### config.mk
export PLATFORM = sky130hd
export DESIGN_NAME = led_trace_buffer
export DESIGN_NICKNAME = d
export VERILOG_FILES = /design/src/rtl/led_trace_buffer.sv
export SDC_FILE = /design/constraint.sdc
export NUM_CORES = 1
export LEC_CHECK = 0
export BUFFER_PORTS_ARGS = -buffer_cell sky130_fd_sc_hd__buf_2
export CORE_UTILIZATION = 61
export CTS_CLUSTER_DIAMETER = 50
export DETAILED_ROUTE_END_ITERATION = 8
export PLACE_DENSITY = 0.76
export SKIP_CTS_REPAIR_TIMING = 1
export SYNTH_ARGS = -nofsm -noshare
export SYNTH_HDL_FRONTEND = slang
export SYNTH_SLANG_ARGS = --single-unit
### constraint.sdc
create_clock -name clk -period 4.25 [get_ports clk]
set_clock_uncertainty 0.1 [all_clocks]
set_input_delay 0.2125 -clock clk [delete_from_list [all_inputs] [get_ports clk]]
set_output_delay 0.2125 -clock clk [all_outputs]
set_load 0.005 [all_outputs]
### src/rtl/led_trace_buffer.sv
// Logs every change of the core's 6-bit LED value into a FIFO and replays the values, each held HOLD_CYCLES cycles.
// Latency: a change written at edge k is popped and shown after edge k+1 when the display is idle.
// Backpressure: none upstream; a change that finds the FIFO full with no pop that cycle is dropped and sets sticky overflow.
//
// Ports:
//   clk      system clock, all state changes on the rising edge
//   nrst     asynchronous active-low reset
//   dataIn   core LED data output (6 bits)
//   ledOut   LED pin drive, inverted copy of the shown register when ACTIVE_LOW
//   overflow sticky flag, a change was dropped because the FIFO was full
//   pending  number of FIFO entries waiting to be shown
module led_trace_buffer #(
  parameter int DEPTH       = 8,
  parameter int HOLD_CYCLES = 13500000,
  parameter bit ACTIVE_LOW  = 1'b1
) (
  input  logic                         clk,
  input  logic                         nrst,
  input  logic [5:0]                   dataIn,
  output logic [5:0]                   ledOut,
  output logic                         overflow,
  output logic [$clog2(DEPTH+1)-1:0]   pending
);

  localparam int PW = $clog2(DEPTH);
  localparam int CW = $clog2(DEPTH + 1);
  // A counter wide enough for 0..HOLD_CYCLES-1, never narrower than one bit.
  localparam int HW = (HOLD_CYCLES > 1) ? $clog2(HOLD_CYCLES) : 1;
  localparam logic [CW-1:0] FULL_CNT  = CW'(DEPTH);
  localparam logic [HW-1:0] HOLD_LAST = HW'(HOLD_CYCLES - 1);

  typedef enum logic {IDLE, HOLD} state_t;

  state_t          state, stateNext;
  logic [5:0]      lastSeen;
  logic [5:0]      shown;
  logic [5:0]      fifoMem [DEPTH];
  logic [PW-1:0]   rdPtr, wrPtr;
  logic [CW-1:0]   count;
  logic [HW-1:0]   holdCnt, holdNext;
  logic            push, pop, full, accept, drop;

  assign push   = (dataIn != lastSeen);
  assign full   = (count == FULL_CNT);
  // When full, a pop in the same cycle frees the head slot, which is exactly wrPtr.
  assign accept = push && (!full || pop);
  assign drop   = push && full && !pop;

  // Display FSM: next state, hold reload and pop request.
  always_comb begin
    stateNext = state;
    holdNext  = holdCnt;
    pop       = 1'b0;
    case (state)
      IDLE: begin
        if (count != '0) begin
          pop       = 1'b1;
          holdNext  = HOLD_LAST;
          stateNext = HOLD;
        end
      end
      HOLD: begin
        if (holdCnt != '0) begin
          holdNext = holdCnt - HW'(1);
        end else if (count != '0) begin
          pop      = 1'b1;
          holdNext = HOLD_LAST;
        end else begin
          stateNext = IDLE;
        end
      end
      default: stateNext = IDLE;
    endcase
  end

  always_ff @(posedge clk or negedge nrst) begin
    if (!nrst) begin
      state   <= IDLE;
      holdCnt <= '0;
    end else begin
      state   <= stateNext;
      holdCnt <= holdNext;
    end
  end

  always_ff @(posedge clk or negedge nrst) begin
    if (!nrst) begin
      lastSeen <= '0;
      shown    <= '0;
      rdPtr    <= '0;
      wrPtr    <= '0;
      count    <= '0;
      overflow <= 1'b0;
    end else begin
      lastSeen <= dataIn;
      if (accept) wrPtr <= wrPtr + PW'(1);
      if (pop) begin
        shown <= fifoMem[rdPtr];
        rdPtr <= rdPtr + PW'(1);
      end
      case ({accept, pop})
        2'b10:   count <= count + CW'(1);
        2'b01:   count <= count - CW'(1);
        default: count <= count;
      endcase
      if (drop) overflow <= 1'b1;
    end
  end

  // Storage needs no reset: entries are only read after being written.
  always_ff @(posedge clk) begin
    if (accept) fifoMem[wrPtr] <= dataIn;
  end

  assign ledOut  = ACTIVE_LOW ? ~shown : shown;
  assign pending = count;

endmodule
==> flow_results.xml <==
<?xml version="1.0" encoding="UTF-8"?>
<metrics>
  <group name="final_layout">
    <metric name="proportion_of_layout_cells_with_a_drive_suffix_above_1" unit="%">16.6</metric>
    <metric name="nets" unit="">383</metric>
    <metric name="num_antenna_cells" unit="">0</metric>
    <metric name="syn2layout_area_growth" unit="%">10.4</metric>
    <metric name="nFillCells" unit="">457</metric>
  </group>
  <group name="setup_path">
    <metric name="timing.reg2reg.worst_path_depth" unit="">6</metric>
    <metric name="timing.critical_path.arrival" unit="ns">3.40</metric>
    <metric name="critPathRequiredTime" unit="ns">4.15</metric>
    <metric name="worstReg2RegEnd" unit="">fifoMem[5][0]$_DFFE_PP_</metric>
    <metric name="worst-path-max-fanout" unit="">8</metric>
    <metric name="reg2reg_slack" unit="ns">0.75</metric>
    <metric name="critical_path_start_end_classification" unit="">reg2reg</metric>
    <metric name="type_of_origin_of_the_critical_path" unit="">flip-flop</metric>
    <metric name="end_kind" unit="">flip-flop</metric>
    <metric name="start_of_the_worst_register_to_register_path" unit="">holdCnt[18]$_DFF_PN0_</metric>
  </group>
  <group name="logic_synthesis">
    <metric name="synthesis.nets" unit="">355</metric>
    <metric name="synth_xor_area_share" unit="%">2.85</metric>
    <metric name="post_synth_fa_ha_maj_area_fraction" unit="%">2.21</metric>
    <metric name="synth.mux.area_fraction" unit="%">8.43</metric>
    <metric name="synth_compound_gate_area_share" unit="%">10.1</metric>
    <metric name="synth_sequential_area_ratio" unit="%">61.4</metric>
    <metric name="netlist_area" unit="um2">4300</metric>
    <metric name="synth-main-ff-cell" unit="">edfxtp_1</metric>
    <metric name="main_combinational_cell_family_by_area_after_synthesis" unit="">simple AND/OR/NAND/NOR gates</metric>
    <metric name="number_of_enable_flip_flop_cells_after_synthesis" unit="">48</metric>
    <metric name="yosys.area_share.simple" unit="%">12.2</metric>
    <metric name="postSynthCellCount" unit="">340</metric>
    <metric name="number_of_warnings_reported_in_the_yosys_synthesis_log" unit="">0</metric>
    <metric name="postSynthAreaPerCell" unit="um2">12.7</metric>
    <metric name="synthArstFlopShare" unit="%">50.0</metric>
    <metric name="ys_types" unit="">46</metric>
    <metric name="ys_seq_elements" unit="">96</metric>
  </group>
  <group name="die">
    <metric name="core_area" unit="um2">6790</metric>
    <metric name="rows" unit="">30</metric>
    <metric name="initial_core_util" unit="%">63.3</metric>
    <metric name="dieHeight" unit="um">86.0</metric>
    <metric name="num_io_pins" unit="">19</metric>
    <metric name="floorplan.die.width" unit="um">86.0</metric>
    <metric name="fp.dieArea" unit="um2">7390</metric>
  </group>
  <group name="clock_network">
    <metric name="cts_inserted_buffers" unit="">9</metric>
    <metric name="clock_sink_count" unit="">96</metric>
    <metric name="ctsLongestPathBuffers" unit="">2</metric>
    <metric name="clock_network_latency_to_the_later_pin_of_the_worst_skew_pair" unit="ns">0.36</metric>
    <metric name="cts-root-buf" unit="">clkbuf_8</metric>
    <metric name="tritoncts" unit="">yes</metric>
    <metric name="worst_setup_hold_path_clk_slew" unit="ns">0.10</metric>
    <metric name="htreeDepth" unit="">3</metric>
  </group>
  <group name="routing">
    <metric name="ant_nets_after_route" unit="">0</metric>
    <metric name="wirelength_routed" unit="mm">7.90</metric>
    <metric name="detail_route.iter0.violations" unit="">138</metric>
    <metric name="detail_route.drc_violations" unit="">0</metric>
    <metric name="drt_pass1_iterations" unit="">5</metric>
    <metric name="dr_total_vias" unit="">2728</metric>
    <metric name="wl_per_cell" unit="um">16.8</metric>
    <metric name="routed_via_density" unit="">5.82</metric>
  </group>
  <group name="placement">
    <metric name="place.detailed.hpwl" unit="mm">5.21</metric>
    <metric name="gp_congestion" unit="">0.839</metric>
    <metric name="numPortBuffers" unit="">18</metric>
  </group>
  <group name="sta">
    <metric name="report.final.slew_viol_count" unit="">0</metric>
    <metric name="fin_setup_tns" unit="ns">0</metric>
    <metric name="worst_slew_pin_slew" unit="ns">1.04</metric>
    <metric name="max_freq" unit="MHz">286</metric>
    <metric name="max-slew-margin-rel" unit="%">30.8</metric>
    <metric name="min_period" unit="ns">3.50</metric>
    <metric name="grt_setup_unrepaired" unit="">false</metric>
    <metric name="hold_worst_slack" unit="ns">-0.0770</metric>
    <metric name="final_min_period_over_clock_period" unit="%">82.4</metric>
    <metric name="endpoints_failing_setup" unit="">0</metric>
    <metric name="timing.final.hold_violations" unit="">48</metric>
  </group>
  <group name="power">
    <metric name="share_comb_of_total_power" unit="%">20.1</metric>
    <metric name="ir_worst_vdd" unit="uV">348</metric>
    <metric name="p_int" unit="mW">1.62</metric>
    <metric name="total_leakage_power" unit="nW">1.75</metric>
    <metric name="power.density" unit="nW/um2">493</metric>
    <metric name="power.share.clock" unit="%">24.1</metric>
    <metric name="switching_power" unit="mW">0.725</metric>
    <metric name="power_frac_seq" unit="%">55.8</metric>
    <metric name="power_switching_share" unit="%">31.0</metric>
  </group>
  <group name="run_status">
    <metric name="failing_checks" unit="">hold timing</metric>
    <metric name="run_status" unit="">finished with violations</metric>
  </group>
  <group name="global_route">
    <metric name="grt_max_degree" unit="">49</metric>
    <metric name="grt_remaining_overflow" unit="">0</metric>
    <metric name="first_global_vias" unit="">2513</metric>
    <metric name="first_pass_grt_wire_length" unit="mm">12.9</metric>
    <metric name="grt_antenna_before_repair" unit="">0</metric>
    <metric name="groute.usage.overall" unit="%">23.3</metric>
  </group>
  <group name="run">
    <metric name="maxCapViolations" unit="">0</metric>
  </group>
  <group name="min_path">
    <metric name="hp-class" unit="">in2async</metric>
  </group>
</metrics>
## flip-flops by register name, indices dropped and copies added, names as in the netlist
register,flops
overflow,1
lastSeen,6
fifoMem,48
rdPtr,3
pending,4
holdCnt,24
wrPtr,3
state,1
shown,6
## synth_stat cells (3+ instances only)
master / number / area [um2]
o21ai_0: 32 / 160
mux2i_1: 7 / 70.1
xnor2_1: 10 / 87.6
mux4_2: 12 / 270
nand3_1: 6 / 30.0
dfrtp_1: 48 / 1200
nor3_1: 19 / 95.1
nor4_1: 3 / 18.8
and3_1: 3 / 18.8
a21o_1: 3 / 22.5
o41ai_1: 4 / 35.0
nor2_1: 21 / 78.8
ha_1: 6 / 75.1
a31oi_1: 3 / 18.8
edfxtp_1: 48 / 1440
buf_2: 3 / 15.0
a21oi_1: 21 / 105
xor2_1: 4 / 35.0
inv_1: 14 / 52.6
clkbuf_1: 8 / 30.0
nand4_1: 3 / 18.8
nand2b_1: 6 / 37.5
or4_1: 4 / 30.0
or3_1: 9 / 56.3
nand2_1: 17 / 63.8
## layout by cell type (no fill, tap or decap), drive strengths merged, types with 3 or more instances in the layout
cell type,synthesis,final
a21o,3,3
a21oi,21,21
a31oi,3,3
and3,3,3
buf,6,25
clkbuf,8,9
dfrtp,48,48
dlygate4sd3,0,6
edfxtp,48,48
ha,6,6
inv,14,18
mux2i,7,7
mux4,12,12
nand2,17,17
nand2b,6,6
nand3,6,6
nand4,3,3
nor2,22,22
nor3,20,20
nor4,3,3
o21ai,32,32
o41ai,4,4
or2,3,3
or3,9,9
or4,5,5
xnor2,10,10
xor2,4,4
## through the flow
step	std cells	setup slack [ns]	power [mW]	area [um2]	utilization, %
3_3_place_gp	447	0.933	1.76	4500	66.3
2_1_floorplan	340	0.637	1.62	4300	-
3_5_place_dp	447	0.767	1.79	4500	66.3
4_1_cts	463	0.733	2.35	4690	69.0
6_report	469	0.750	2.34	4750	69.9
5_1_grt	469	0.561	2.47	4750	69.9
## layout make-up
class	count	area (um2)	share of cell area, %
well taps	96	120	2.53
clock inverters	7	62.6	1.32
repair buffers	31	203	4.27
inverters	14	52.6	1.11
multi-input cells	216	1540	32.5
clock buffers	9	124	2.61
flip-flops and latches	96	2640	55.7
## worst max-delay path by stage
stage,slack (ns),end,startpoint
finish,0.75,fifoMem[5][0]$_DFFE_PP_,holdCnt[18]$_DFF_PN0_
global route,0.56,fifoMem[6][2]$_DFFE_PP_,holdCnt[0]$_DFF_PN0_
CTS,0.73,fifoMem[5][0]$_DFFE_PP_,holdCnt[18]$_DFF_PN0_
detailed placement,0.77,fifoMem[5][3]$_DFFE_PP_,holdCnt[0]$_DFF_PN0_
global placement,0.93,fifoMem[5][1]$_DFFE_PP_,holdCnt[0]$_DFF_PN0_
floorplan,0.64,pending[3]$_DFFE_PN0P_,holdCnt[0]$_DFF_PN0_
## metal layers
metal / global-route usage [%] / share of wire (%) / vias to the layer above
met5: 0 / 0 / -
li1: - / - / 1322
met3: 3.75 / 4.1 / 4
met2: 33.2 / 46 / 63
met4: 8.18 / 0.60 / 0
met1: 36.8 / 49 / 1339
## power by group through the flow
stage                     Sequential [mW]  Clock (mW)  Combinational [mW]
after floorplan                      1.29           0               0.338
after global placement               1.31           0               0.441
after detailed placement             1.33           0               0.466
after CTS                            1.31       0.576               0.468
after global routing                 1.33       0.616               0.518
final                                1.31       0.565               0.470
## logic make-up (layout without fill, tap and decap cells)
family	Yosys count	in the layout
and+or+nand+nor	101	101
DFF	96	96
AOI/OAI and AO/OA	73	73
buffers and inverters	28	61
muxes	21	21
xor gates and xnor gates	14	14
adders and majority gates	7	7
## critical path, stage by stage, from the launching register on
cell and delay, ns:
dfrtp_1 0.42, or4_4 0.57, or4_1 0.62, o31a_1 0.38, a31o_1 0.33, or2_4 0.29, nor2_1 0.44
Note: power is estimated with default switching activity, not from simulation.
